### src/rtl/mu01_pkg.sv
// Shared MU01 definitions: bus widths, arbiter port indices, core opcodes and small helpers.
package mu01_pkg;

  localparam int AW_DEF = 12;
  localparam int DW_DEF = 16;

  localparam logic PORT_CPU = 1'b0;
  localparam logic PORT_DMA = 1'b1;

  localparam logic [3:0] OP_HLT = 4'h0;
  localparam logic [3:0] OP_LDA = 4'h1;
  localparam logic [3:0] OP_STO = 4'h2;
  localparam logic [3:0] OP_ADD = 4'h3;
  localparam logic [3:0] OP_SUB = 4'h4;
  localparam logic [3:0] OP_JMP = 4'h5;
  localparam logic [3:0] OP_JZ  = 4'h6;

  // Tag of the access whose response is due in the next cycle.
  typedef struct packed {
    logic vld;
    logic port;
    logic rd;
  } rsp_tag_t;

  function automatic logic [3:0] sat_inc(input logic [3:0] v, input logic [3:0] max);
    return (v >= max) ? max : v + 4'd1;
  endfunction

endpackage

### src/rtl/mu01_arb_pick.sv
// Two-port grant selection, combinational. Fixed priority with starvation promotion by default;
// MU01_ARB_RR_EN selects round-robin. A single valid requester is always granted.
module mu01_arb_pick
  import mu01_pkg::*;
#(
  parameter int MAX_WAIT = 4
) (
  input  logic       valid0,
  input  logic       valid1,
  input  logic       last_grant,
  input  logic [3:0] wait_cnt,
  output logic [1:0] grant,
  output logic [3:0] wait_cnt_nxt
);

  localparam logic [3:0] MAX_W = 4'(MAX_WAIT);

`ifdef MU01_ARB_RR_EN
  logic [3:0] unused_wait;
  assign unused_wait = wait_cnt;

  always_comb begin
    grant = 2'b00;
    if (valid0 && valid1) begin
      grant = (last_grant == PORT_DMA) ? 2'b01 : 2'b10;
    end else if (valid0) begin
      grant = 2'b01;
    end else if (valid1) begin
      grant = 2'b10;
    end
  end

  assign wait_cnt_nxt = 4'd0;
`else
  logic unused_last;
  assign unused_last = last_grant;

  always_comb begin
    grant = 2'b00;
    if (valid0 && valid1) begin
      grant = (wait_cnt == MAX_W) ? 2'b10 : 2'b01;
    end else if (valid0) begin
      grant = 2'b01;
    end else if (valid1) begin
      grant = 2'b10;
    end
  end

  // Count only cycles in which port 1 is actually refused.
  always_comb begin
    wait_cnt_nxt = 4'd0;
    if (valid1 && !grant[1]) begin
      wait_cnt_nxt = sat_inc(wait_cnt, MAX_W);
    end
  end
`endif

endmodule

### src/rtl/mu01_mem_arbiter.sv
// Shares the single-port MU01 memory between core (port 0) and loader/DMA (port 1); ready is
// same-cycle, response one cycle after handshake. Policy in mu01_arb_pick (MU01_ARB_RR_EN = round-robin).
module mu01_mem_arbiter
  import mu01_pkg::*;
#(
  parameter int AW       = AW_DEF,
  parameter int DW       = DW_DEF,
  parameter int MAX_WAIT = 4
) (
  input  logic          clk,
  input  logic          reset,
  input  logic          req0_valid,
  output logic          req0_ready,
  input  logic          req0_we,
  input  logic [AW-1:0] req0_addr,
  input  logic [DW-1:0] req0_wdata,
  output logic          rsp0_valid,
  output logic [DW-1:0] rsp0_rdata,
  input  logic          req1_valid,
  output logic          req1_ready,
  input  logic          req1_we,
  input  logic [AW-1:0] req1_addr,
  input  logic [DW-1:0] req1_wdata,
  output logic          rsp1_valid,
  output logic [DW-1:0] rsp1_rdata,
  output logic          mem_en,
  output logic          mem_we,
  output logic [AW-1:0] mem_addr,
  output logic [DW-1:0] mem_wdata,
  input  logic [DW-1:0] mem_rdata
);

  logic [1:0] pick_gnt;
  logic [1:0] gnt;
  logic [3:0] wait_cnt;
  logic [3:0] wait_cnt_nxt;
  logic       last_grant;
  rsp_tag_t   pend;

  mu01_arb_pick #(
    .MAX_WAIT(MAX_WAIT)
  ) u_pick (
    .valid0      (req0_valid),
    .valid1      (req1_valid),
    .last_grant  (last_grant),
    .wait_cnt    (wait_cnt),
    .grant       (pick_gnt),
    .wait_cnt_nxt(wait_cnt_nxt)
  );

  // No grants while reset is held so every output reads 0.
  assign gnt        = reset ? 2'b00 : pick_gnt;
  assign req0_ready = gnt[0];
  assign req1_ready = gnt[1];

  always_comb begin
    mem_en    = |gnt;
    mem_we    = 1'b0;
    mem_addr  = '0;
    mem_wdata = '0;
    if (gnt[0]) begin
      mem_we    = req0_we;
      mem_addr  = req0_addr;
      mem_wdata = req0_wdata;
    end else if (gnt[1]) begin
      mem_we    = req1_we;
      mem_addr  = req1_addr;
      mem_wdata = req1_wdata;
    end
  end

  always_ff @(posedge clk or posedge reset) begin
    if (reset) begin
      pend       <= '0;
      wait_cnt   <= 4'd0;
      last_grant <= PORT_DMA;
    end else begin
      pend.vld <= |gnt;
      pend.port <= gnt[1];
      pend.rd  <= ~mem_we;
      wait_cnt <= wait_cnt_nxt;
      if (|gnt) begin
        last_grant <= gnt[1];
      end
    end
  end

  assign rsp0_valid = pend.vld && (pend.port == PORT_CPU);
  assign rsp1_valid = pend.vld && (pend.port == PORT_DMA);
  assign rsp0_rdata = (rsp0_valid && pend.rd) ? mem_rdata : '0;
  assign rsp1_rdata = (rsp1_valid && pend.rd) ? mem_rdata : '0;

endmodule

### config.mk
export PLATFORM = sky130hd
export DESIGN_NAME = mu01_mem_arbiter
export DESIGN_NICKNAME = d
export VERILOG_FILES = /design/src/rtl/mu01_pkg.sv /design/src/rtl/mu01_arb_pick.sv /design/src/rtl/mu01_mem_arbiter.sv
export SDC_FILE = /design/constraint.sdc
export NUM_CORES = 1
export LEC_CHECK = 0
export BUFFER_PORTS_ARGS = -buffer_cell sky130_fd_sc_hd__buf_2
export CAP_MARGIN = 20
export CORE_MARGIN = 4
export CORE_UTILIZATION = 30
export CTS_CLUSTER_DIAMETER = 80
export DETAILED_ROUTE_END_ITERATION = 8
export PLACE_DENSITY = 0.83
export SYNTH_ARGS = -nofsm -noshare
export SYNTH_HDL_FRONTEND = slang
export SYNTH_HIERARCHICAL = 1
export SYNTH_SLANG_ARGS = --single-unit
export TNS_END_PERCENT = 5
### constraint.sdc
create_clock -name clk -period 2.9 [get_ports clk]
set_input_delay 0.29 -clock clk [delete_from_list [all_inputs] [get_ports clk]]
set_output_delay 0.29 -clock clk [all_outputs]
set_load 0.02 [all_outputs]
# Yosys cells after proc, flatten, opt, wreduce, memory -nomap -nowiden
# Cells that the tools add are included.
# W data, S select, Z words.
dict set report totals {
  regBits 7
  latch_bits 0
  mem_bits_rw 0
  mem_bits_ro 0
  out_inout_bits 66
  n_memories 0
}
dict set report op_classes {
  n_addsub 1
  n_mul 0
  div 0
  n_lt_le_gt_ge 1
  eq_ne 1
  shift 0
  mux 15
  bitwise_logic 2
  reduce_logical 8
}
# cell n
set ops {}
lappend ops {{$mux W16} 4}
lappend ops {{$mux W12} 2}
lappend ops {{$mux W2} 5}
lappend ops {{$mux W4} 2}
lappend ops {{$logic_and A1 B1 Y1} 6}
lappend ops {{$add A4 B1 Y4 const B} 1}
lappend ops {{$eq A4 B3 Y1 const B} 1}
lappend ops {{$ge A4 B3 Y1 const B} 1}
lappend ops {{$mux W1} 2}
lappend ops {{$not A1 Y1} 2}
lappend ops {{$reduce_or A2 Y1} 1}
lappend ops {{$logic_not A1 Y1} 1}

# Depth between registers and ports, before layout
# Gate-level depths: netlist of the first run.
dict set report logic_depth {
  depth_word 7
  mapped_depth 9
  ltp_nobuf 7
}

# Modules after synthesis
# Netlist of the first run, hierarchy kept.
# module instances cells_per_inst area_per_inst_um2
set by_module_without_submodules {}
lappend by_module_without_submodules {mu01_mem_arbiter 1 113 830.8}
lappend by_module_without_submodules {mu01_arb_pick 1 17 111.4}

# Least setup slack after synthesis of the first run
# OpenSTA, ideal clock, no wires.
dict set report synth_timing {
  kind {register to output}
  start {register wait_cnt[0]}
  end {output port mem_wdata[10]}
  arrival_ns 1.650
  required_time_ns 2.610
  slack_ns 0.960
  stages_incl_launch_ff 10
  path_buffers 2
  cell_sequence {dfrtp_1 > inv_1 > ha_1 > nand2_2 > nor2_1 > a21boi_0 > nor2b_1 > clkbuf_2 > buf_6 > a32o_1}
}
# item line
set synth_lines {}
lappend synth_lines {{start: declaration} mu01_mem_arbiter.sv:35} ;# logic [3:0] wait_cnt;
lappend synth_lines {{start signal: assignment} mu01_mem_arbiter.sv:81} ;# wait_cnt <= wait_cnt_nxt;
lappend synth_lines {{$eq A4 B3 Y1} mu01_arb_pick.sv:41} ;# grant = (wait_cnt == MAX_W) ? 2'b10 : 2'b01;
lappend synth_lines {{$mux W2} mu01_arb_pick.sv:41}
lappend synth_lines {{$mux W2} mu01_arb_pick.sv:40} ;# if (valid0 && valid1) begin
lappend synth_lines {{named net pick_gnt[0]} mu01_mem_arbiter.sv:33} ;# logic [1:0] pick_gnt;
lappend synth_lines {{$mux W2} mu01_mem_arbiter.sv:52} ;# assign gnt = reset ? 2'b00 : pick_gnt;
lappend synth_lines {{named net req0_ready} mu01_mem_arbiter.sv:13} ;# output logic req0_ready,
lappend synth_lines {{$mux W16} mu01_mem_arbiter.sv:61} ;# if (gnt[0]) begin
lappend synth_lines {{end: declaration} mu01_mem_arbiter.sv:29} ;# output logic [DW-1:0] mem_wdata,
# The timed path passes the listed nets, and every way through them passes these cells.

# Worst setup path in the final report of the first run
dict set report layout_timing {
  start {register wait_cnt[0]}
  end {output port mem_addr[10]}
}
# item line
set layout_lines {}
lappend layout_lines {{$eq A4 B3 Y1} mu01_arb_pick.sv:41}
lappend layout_lines {{$mux W2} mu01_arb_pick.sv:41}
lappend layout_lines {{$mux W2} mu01_arb_pick.sv:40}
lappend layout_lines {{named net pick_gnt[0]} mu01_mem_arbiter.sv:33}
lappend layout_lines {{$mux W2} mu01_mem_arbiter.sv:52}
lappend layout_lines {{$mux W12} mu01_mem_arbiter.sv:61}
lappend layout_lines {{end: declaration} mu01_mem_arbiter.sv:28} ;# output logic [AW-1:0] mem_addr,
# The timed path passes the listed nets, and every way through them passes these cells.

==> results of run 1 <==
## per-stage QoR
step	hold WS [ns]	instance area (um^2)	total power (uW)
final	0.00113	1630	426
after CTS	0.00231	1610	428
after global placement	0.270	1590	337
after floorplan	0.0934	905	243
after detailed placement	0.271	1590	340
after global routing	0.0208	1630	457
## sequential cells by signal, indices dropped and copies added (netlist names)
signal	count
pend	3
wait_cnt	4
## cells in the final DEF, fill, tap and decap left out, types with 2 or more instances in the layout
master and count:
nor2_1 35, inv_1 6, a32o_1 29, ha_1 2
nand2_1 18, buf_2 143, dfrtp_1 7, clkbuf_4 3
buf_4 3
## power groups by stage
stage               Clock, uW  Sequential, uW  Combinational, uW
floorplan                   0             106                137
global placement            0             110                227
detailed placement          0             111                229
CTS                      89.5             109                230
global route             95.1             110                252
finish                   86.3             109                231
## worst paths after layout
check | start | endpoint | slack, ns | depth (start not counted)
hold / removal | reset | wait_cnt[3] | 0.001 | 2
hold reg to reg | wait_cnt[0] | wait_cnt[0] | 0.47 | 1
max in group asynchronous | reset | wait_cnt[1] | 2.70 | 2
setup reg to reg | wait_cnt[0] | pend[0] | 1.17 | 8
min in group clk | req0_we | pend[0] | 0.23 | 2
setup / recovery | wait_cnt[0] | mem_addr[10] | 0.49 | 9
## routing by layer
metal	track usage	wire [um]	vias to the layer above
li1	-	-	730
met1	0.231	1520	654
met2	0.379	2150	100
met3	0.0540	491	4
met4	0.0579	32	0
met5	0	0	-
## cell type report
cell class / instances / area (um^2) / area share
Timing Repair Buffer: 147 / 753 / 0.462
Multi-Input combinational cell: 98 / 613 / 0.376
Sequential cell: 7 / 175 / 0.108
Tap cell: 31 / 38.8 / 0.0238
Clock buffer: 4 / 26.3 / 0.0161
Inverter: 6 / 22.5 / 0.0138
==> summary.md, run 1 <==
| Metric | Value |
|---|---|
| Status | finished clean |
| Post_cts resized | 0 |
| Routed WL per cell | 14.3 um |
| Clock Power Share | 0.203 |
| First-pass GRT wire length | 6.71 mm |
| Fmax | 0.415 GHz |
| Worst min path class | input pin to asynchronous set/reset pin |
| CTS Buf Count | 3 |
| RSZ-0062 raised after global routing | no |
| Setup WS post-layout | 0.492 ns |
| Worst path required time | 2.61 ns |
| Residual DRC count | 0 |
| Sw Ratio | 0.411 |
| Syn Nets | 207 |
| Peak supply drop | 0.000214 V |
| Critical path buffers and inverters | 3 |
| Max Buffers Root-to-Sink | 2 |
| Sequential power share | 0.256 |
| Slew margin rel. | 0.572 |
| Logic pwr share | 0.542 |
| CORE AREA | 0.00283 mm^2 |
| Nets | 343 |
| Mapped Area | 905 um^2 |
| Postcts setup bufs | 0 |
| Inst Count DP | 288 |
| Die area | 0.00396 mm^2 |
| Syn Inst Count | 127 |
| # IOs | 144 |
| Initial antenna violation count | 0 |
| Fillers | 286 |
| Yosys warnings | 6 |
| Detailed Route WL | 4.19 mm |
| PortBufs | 143 |
| Syn avg cell area | 7.12 um^2 |
| Final hold violation count | 0 |
| Final GP Congestion | 0.718 |
| Sw Pwr | 175 uW |
| Slowest CP cell | dfrtp_1 |
| Tmin final | 2.41 ns |
| Std cell rows | 19 |
| Clk slew on worst S/H paths | 0.05 ns |
| Setup Crit Path Kind | flip-flop to output pin |
| Final setup fails | 0 |
| CP max stage delay | 0.36 ns |
| CTS Hold Bufs | 0 |
| Clock Skew | 0.00103 ns |
| Tot GR Track Use | 0.207 |
| Starting DRT DRC Count | 115 |
| Crit path max fanout | 20 |
| Area grow syn2layout | 80.1% |
| CTS Root Cell | clkbuf_4 |
| Die Width | 62.9 um |
| Clk sinks | 7 |
| PD cells | 262 mW/mm^2 |
| Worst-Margin Slew | 0.642 ns |
| Fin crit share | 0.830 |
| Critical path cell sequence | inv_1, ha_1, nand2_2, nor2_1, a21boi_0, nor2b_2, buf_4, a32o_1, buf_2 |
| Max-cap violation count | 0 |
| Die height | 62.9 um |
| Non-filler instance count after layout | 293 |
| Vias per inst | 5.08 |
| CP Launch Type | flip-flop |
| Pint | 251 uW |
| Vias | 1,488 |
| Antenna viol nets, final | 0 |
| Worst skew pair latency | 0.25 ns |
| Dpl ws | 0.298 ns |
| Post-DP HPWL | 3.40 mm |
| Crit-path leading delay family | compound AO/OA/AOI/OAI gates |
| Number of global-route vias before repair | 1,407 |
| Layout cell share with drive strength beyond 1 | 0.592 |
| TritonCTS clock tree | built |
| Initial Utilization | 0.320 |
| H-tree depth | 1 |
| Arr. time, crit path | 2.12 ns |
| Worst Setup End Kind | output pin |
| Overflow after GRT | 0 |
| Leakage Power | 0.00103 uW |
| Antenna diodes | 0 |
| Slew Limit Fails | 0 |
| Setup TNS | 0 ns |
| Post-Route Utilization | 0.576 |
| Pin count of the biggest net entering global routing | 33 |
| Pre-antenna DRT Iters | 6 |
Note: power is estimated with default switching activity, not from simulation.
==> run 2, diff against run 1 <==
--- a/config.mk
+++ b/config.mk
@@ -8,10 +8,10 @@
 export BUFFER_PORTS_ARGS = -buffer_cell sky130_fd_sc_hd__buf_2
 export CAP_MARGIN = 20
 export CORE_MARGIN = 4
-export CORE_UTILIZATION = 30
+export CORE_UTILIZATION = 29
 export CTS_CLUSTER_DIAMETER = 80
 export DETAILED_ROUTE_END_ITERATION = 8
-export PLACE_DENSITY = 0.83
+export PLACE_DENSITY = 0.8
 export SYNTH_ARGS = -nofsm -noshare
 export SYNTH_HDL_FRONTEND = slang
 export SYNTH_HIERARCHICAL = 1
==> constraint.sdc (replaced) <==
create_clock -name clk -period 2.46 [get_ports clk]
set_input_delay 0.246 -clock clk [delete_from_list [all_inputs] [get_ports clk]]
set_output_delay 0.246 -clock clk [all_outputs]
set_load 0.02 [all_outputs]
==> summary.md, run 2 (synthesis results as in run 1) <==
| Metric | Value |
|---|---|
| Routed WL per cell | 13.1 um (-8.3%) |
| Crit Reg-Reg Startpoint | wait_cnt[0] |
| Fmax | 0.443 GHz |
| Fillers | 323 (+13%) |
| Clock Skew | 0.00181 ns (+0.000785 ns) |
| Hold path start | req0_we |
| Slew Limit Fails | 0 (unchanged) |
| Final GP Congestion | 0.770 (+7.2%) |
| # IOs | 144 (unchanged) |
| Top Registers | wait_cnt: 4 flops, pend: 3 flops |
| Pre-antenna DRT Iters | 4 (-2) |
| Logic pwr share | 0.543 (about the same) |
| Post-DP Area | 0.00163 mm^2 (+2.8%) |
| Vias per inst | 4.85 (-4.5%) |
| PortBufs | 143 (unchanged) |
| Sw Ratio | 0.411 (about the same) |
| R2R setup slack | 0.80 ns (-0.37 ns) |
| Residual DRC count | 0 (unchanged) |
| Leakage Power | 0.00104 uW (+1.1%) |
| RSZ-0062 raised after global routing | no |
| Sequential power share | 0.251 (-0.005) |
| Worst Setup End Kind | output pin |
| Starting DRT DRC Count | 99 (-14%) |
| Setup Crit Path Kind | flip-flop to output pin |
| Post-Route Utilization | 0.554 (-0.0221) |
| Die Width | 63.9 um (+1.5%) |
| CTS Root Cell | clkbuf_4 |
| Detailed Route WL | 4.03 mm (-3.9%) |
| CORE AREA | 0.00303 mm^2 (+7.0%) |
| Worst min path class | input pin to flip-flop |
| Commonest non-fill, non-tap cell in the layout | buf_2 |
| TritonCTS clock tree | built |
| Post-route cell area | 0.00168 mm^2 (+2.9%) |
| Max-cap violation count | 0 (unchanged) |
| Total power | 510 uW (+20%) |
| Die area | 0.00408 mm^2 (+3.0%) |
| Fin crit share | 0.917 |
| Antenna diodes | 0 (unchanged) |
| CTS Buf Count | 3 (unchanged) |
| Sw Pwr | 210 uW (+20%) |
| Final hold violation count | 0 (unchanged) |
| Max Buffers Root-to-Sink | 2 (unchanged) |
| Die height | 63.9 um (+1.5%) |
| Post-DP HPWL | 3.34 mm (-1.7%) |
| Hold Path Cell Cnt | 2 |
| Crit path from | wait_cnt[0] |
| Layout cell share with drive strength beyond 1 | 0.593 (+0.00155) |
| Pint | 300 uW (+20%) |
| H-tree depth | 1 (unchanged) |
| Max reg flops | 4 (unchanged) |
| Pin count of the biggest net entering global routing | 33 (unchanged) |
| Number of global-route vias before repair | 1,394 (-0.92%) |
| Tmin final | 2.26 ns |
| Clk sinks | 7 (unchanged) |
| Slew margin rel. | 0.617 (+0.0452) |
| Tot GR Track Use | 0.191 (-0.0159) |
| WHS Endpoint | pend[0] |
| Status | finished clean |
| Area grow syn2layout | 85.3% |
| Peak supply drop | 0.000207 V (-3.4%) |
| R2R depth | 8 (unchanged) |
| RR Endpoint | pend[0] |
| Vias | 1,489 (+0.067%) |
| Overflow after GRT | 0 (unchanged) |
| Most frequent cells in the layout | buf_2, nor2_1, a32o_1 |
| Initial Utilization | 0.299 (-0.0210) |
| Clk slew on worst S/H paths | 0.05 ns (about the same) |
| Initial antenna violation count | 0 (unchanged) |
| Top reg by flops | wait_cnt |
| Antenna viol nets, final | 0 (unchanged) |
| Arr. time, crit path | 2.01 ns (-0.11 ns) |
| Worst-Margin Slew | 0.574 ns (-0.0678 ns) |
| Worst path required time | 2.21 ns (-0.40 ns) |
| Std cell rows | 20 (+1) |
| First-pass GRT wire length | 6.28 mm (-6.4%) |
| Crit path max fanout | 21 (+5.0%) |
| CP Launch Type | flip-flop |
| Clock Power Share | 0.206 (+0.003) |
| Final setup fails | 0 (unchanged) |
| PD cells | 304 mW/mm^2 (+16%) |
| Worst skew pair latency | 0.26 ns (about the same) |
| Nets | 344 (+0.29%) |
==> run 2: cell count changes in the layout (fill, tap and decap cells not counted), sizes merged <==
cell and delta:
dlygate4sd3 +1
==> run 2: worst max path at each step <==
stage	endpoint	slack, ns	cells past startpoint
after floorplan	mem_wdata[10]	0.57	9
after global placement	mem_wdata[7]	-0.03	8
after detailed placement	mem_wdata[6]	0.34	9
after CTS	mem_wdata[6]	0.06	9
after global routing	mem_addr[0]	0.04	9
final	mem_wdata[6]	0.20	9
==> run 2: metal layers <==
metal,vias up,GRT usage,share of wire
met3,5,0.0668,0.12
met2,87,0.343,0.50
li1,733,-,-
met1,664,0.207,0.37
met4,0,0.0566,0.010
met5,-,0,0
==> run 2: timing repair <==
action / in CTS / in global routing
setup buffers: 0 / 0
hold buffers: 1 / 0
gates resized for setup: 0 / 3
endpoints found under the setup margin: 0 / 26
hold endpoints to repair: 7 / 0
==> run 2: power by group through the flow <==
stage / logic (uW) / registers [uW] / clock network (uW)
after CTS: 278 / 128 / 111
final: 277 / 128 / 105
after global routing: 303 / 129 / 116
after floorplan: 162 / 125 / 0
after global placement: 267 / 130 / 0
after detailed placement: 275 / 130 / 0
==> run 2: worst max-delay path: stages, from the launching register on <==
cell and delay [ns]:
dfrtp_1 0.36, inv_1 0.06, ha_1 0.20, nand2_2 0.08, nor2_1 0.05, a21boi_2 0.22, nor2b_2 0.20, buf_4 0.25
a32o_1 0.15, buf_2 0.16
==> run 2: layout make-up <==
type | count | area (um^2) | share of cell area
timing repair buffer | 148 | 776 | 0.463
multi-input combinational | 98 | 622 | 0.371
sequential | 7 | 175 | 0.104
tap | 44 | 55.1 | 0.0328
clock buffer | 4 | 26.3 | 0.0157
inverter | 6 | 22.5 | 0.0134
==> run 2: through the flow <==
step / TNS, ns / hold WS [ns] / cells / setup WS [ns]
floorplan: 0 / 0.0494 / 127 / 0.569
detailed placement: 0 / 0.244 / 302 / 0.339
global placement: -0.395 / 0.239 / 301 / -0.0331
CTS: 0 / 0.166 / 307 / 0.0583
finish: 0 / 0.171 / 307 / 0.204
global route: 0 / 0.182 / 307 / 0.0410
==> run 3, diff against run 2 <==
==> constraint.sdc (replaced) <==
create_clock -name clk -period 2.46 [get_ports clk]
set_input_delay 0.369 -clock clk [delete_from_list [all_inputs] [get_ports clk]]
set_output_delay 0.369 -clock clk [all_outputs]
set_load 0.02 [all_outputs]
==> summary.md, run 3 (synthesis results as in run 1) <==
| Metric | Value |
|---|---|
| Critical path buffers and inverters | 3 (unchanged) |
| Final GP Congestion | 0.831 (+7.9%) |
| CP max stage delay | 0.36 ns (about the same) |
| Final hold violation count | 0 (unchanged) |
| Worst skew pair latency | 0.26 ns (about the same) |
| CTS Root Cell | clkbuf_4 |
| Detailed Route WL | 4.28 mm (+6.3%) |
| Fin crit share | 0.935 (+0.0177) |
| Number of global-route vias before repair | 1,481 (+6.2%) |
| Initial Utilization | 0.299 (unchanged) |
| Worst Setup End Kind | output pin |
| RR Endpoint | pend[2] |
| Nets | 345 (+0.29%) |
| Routed WL per cell | 13.9 um (+5.9%) |
| Antenna diodes | 0 (unchanged) |
| H-tree depth | 1 (unchanged) |
| Vias per inst | 4.98 (+2.7%) |
| Arr. time, crit path | 1.93 ns (-0.08 ns) |
| Pin count of the biggest net entering global routing | 32 (-3.0%) |
| Most frequent cells in the layout | buf_2, nor2_1, a32o_1 |
| Layout cell share with drive strength beyond 1 | 0.598 (+0.00533) |
| Fmax | 0.435 GHz (-1.9%) |
| Crit path from | wait_cnt[1] |
| R2R depth | 9 (+1) |
| Clk sinks | 7 (unchanged) |
| Top Registers | wait_cnt: 4 flops, pend: 3 flops |
| Worst path required time | 2.09 ns (-0.12 ns) |
| Post-Route Utilization | 0.560 (+0.00661) |
| CTS Hold Bufs | 0 (-1) |
| Slew Limit Fails | 0 (unchanged) |
| Postcts setup bufs | 0 (unchanged) |
| Clk slew on worst S/H paths | 0.06 ns (about the same) |
| Status | finished clean |
| PortBufs | 143 (unchanged) |
| Critical path cell sequence | inv_1, ha_1, nand2_2, nor2_1, a21boi_4, nor2b_4, buf_6, a32o_1, buf_2 |
| Std cell rows | 20 (unchanged) |
| TritonCTS clock tree | built |
| Overflow after GRT | 0 (unchanged) |
| Clock Skew | 0.00679 ns (+0.00498 ns) |
| Worst min path class | input pin to asynchronous set/reset pin |
| Max reg flops | 4 (unchanged) |
| Tot GR Track Use | 0.199 (+0.00794) |
| Starting DRT DRC Count | 146 (+47%) |
| Post-route cell area | 0.00170 mm^2 (+1.2%) |
| Setup TNS | 0 ns (unchanged) |
| Top reg by flops | wait_cnt |
| Initial antenna violation count | 0 (unchanged) |
| Final setup fails | 0 (unchanged) |
| CORE AREA | 0.00303 mm^2 (unchanged) |
| First-pass GRT wire length | 6.71 mm (+6.8%) |
| Commonest non-fill, non-tap cell in the layout | buf_2 |
| Setup Crit Path Kind | flip-flop to output pin |
| Critical Path Stages | 9 (unchanged) |
| Max-cap violation count | 0 (unchanged) |
| Tmin final | 2.30 ns (+0.0436 ns) |
| Slowest CP cell | dfrtp_1 |
| PD cells | 306 mW/mm^2 (+0.51%) |
| CP Launch Type | flip-flop |
| Slew margin rel. | 0.610 (-0.00759) |
| Die area | 0.00408 mm^2 (unchanged) |
| Leakage Power | 0.00105 uW (+1.0%) |
| Residual DRC count | 0 (unchanged) |
| Area grow syn2layout | 87.6% |
| Total power | 519 uW (+1.7%) |
| Pre-antenna DRT Iters | 4 (unchanged) |
| Crit path max fanout | 20 (-4.8%) |
| Peak supply drop | 0.000223 V (+7.7%) |
| Post-DP Area | 0.00162 mm^2 (-0.77%) |
| R2R setup slack | 0.87 ns (+0.07 ns) |
| Die Width | 63.9 um (unchanged) |
| Max Buffers Root-to-Sink | 2 (unchanged) |
| Post-DP HPWL | 3.30 mm (-1.0%) |
| Die height | 63.9 um (unchanged) |
| # IOs | 144 (unchanged) |
| Vias | 1,534 (+3.0%) |
| Worst-Margin Slew | 0.586 ns (+0.0114 ns) |
| Antenna viol nets, final | 0 (unchanged) |
| Hold slack | 0.144 ns (-0.0266 ns) |
| CTS Buf Count | 3 (unchanged) |
| Crit-path leading delay family | buffers and inverters |
| Setup crit end | mem_addr[10] |
| Crit Reg-Reg Startpoint | wait_cnt[1] |
==> run 3: cell count changes in the layout (fill, tap and decap cells not counted), sizes merged <==
cell and change:
dlygate4sd3 -1, nor2 +1, buf +1
==> run 3: repair_timing <==
| action | 4_1_cts | 5_1_grt |
|---|---|---|
| pin swaps | 1 | 1 |
| gates resized for setup | 4 | 7 |
| endpoints found under the setup margin | 29 | 31 |
| gates cloned | 1 | 0 |
==> run 3: through the flow <==
step / setup slack [ns] / cells
2_1_floorplan: 0.446 / 127
5_1_grt: -0.000968 / 308
3_3_place_gp: -0.138 / 303
3_5_place_dp: -0.168 / 303
4_1_cts: 0.00246 / 308
6_report: 0.161 / 308
==> run 3: final cells by class <==
| cell class | count | area (um^2) |
|---|---|---|
| Fill cell | 317 | 1330 |
| Timing Repair Buffer | 148 | 772 |
| Multi-Input combinational cell | 99 | 646 |
| Sequential cell | 7 | 175 |
| Tap cell | 44 | 55.1 |
| Clock buffer | 4 | 26.3 |
| Inverter | 6 | 22.5 |
==> run 3: worst min path at each step <==
stage / slack [ns] / from / end
after detailed placement: 0.37 / reset / wait_cnt[1]
after floorplan: 0.17 / reset / pend[0]
after global routing: 0.17 / reset / pend[2]
after CTS: 0.13 / reset / wait_cnt[1]
after global placement: 0.36 / reset / wait_cnt[1]
final: 0.14 / reset / wait_cnt[1]
==> run 3: layer usage <==
metal / up-vias / GRT usage / wire (um)
met5: - / 0 / 0
met4: 0 / 0.0431 / 26
met3: 5 / 0.0510 / 539
met2: 104 / 0.379 / 2170
met1: 686 / 0.216 / 1540
li1: 739 / - / -
==> run 3: power by group <==
part / leakage [uW] / total (uW) / internal [uW] / switching [uW]
Sequential: 0.0000882 / 128 / 120 / 7.72
Clock: 0.0000150 / 107 / 62.1 / 44.9
Combinational: 0.000948 / 284 / 120 / 164
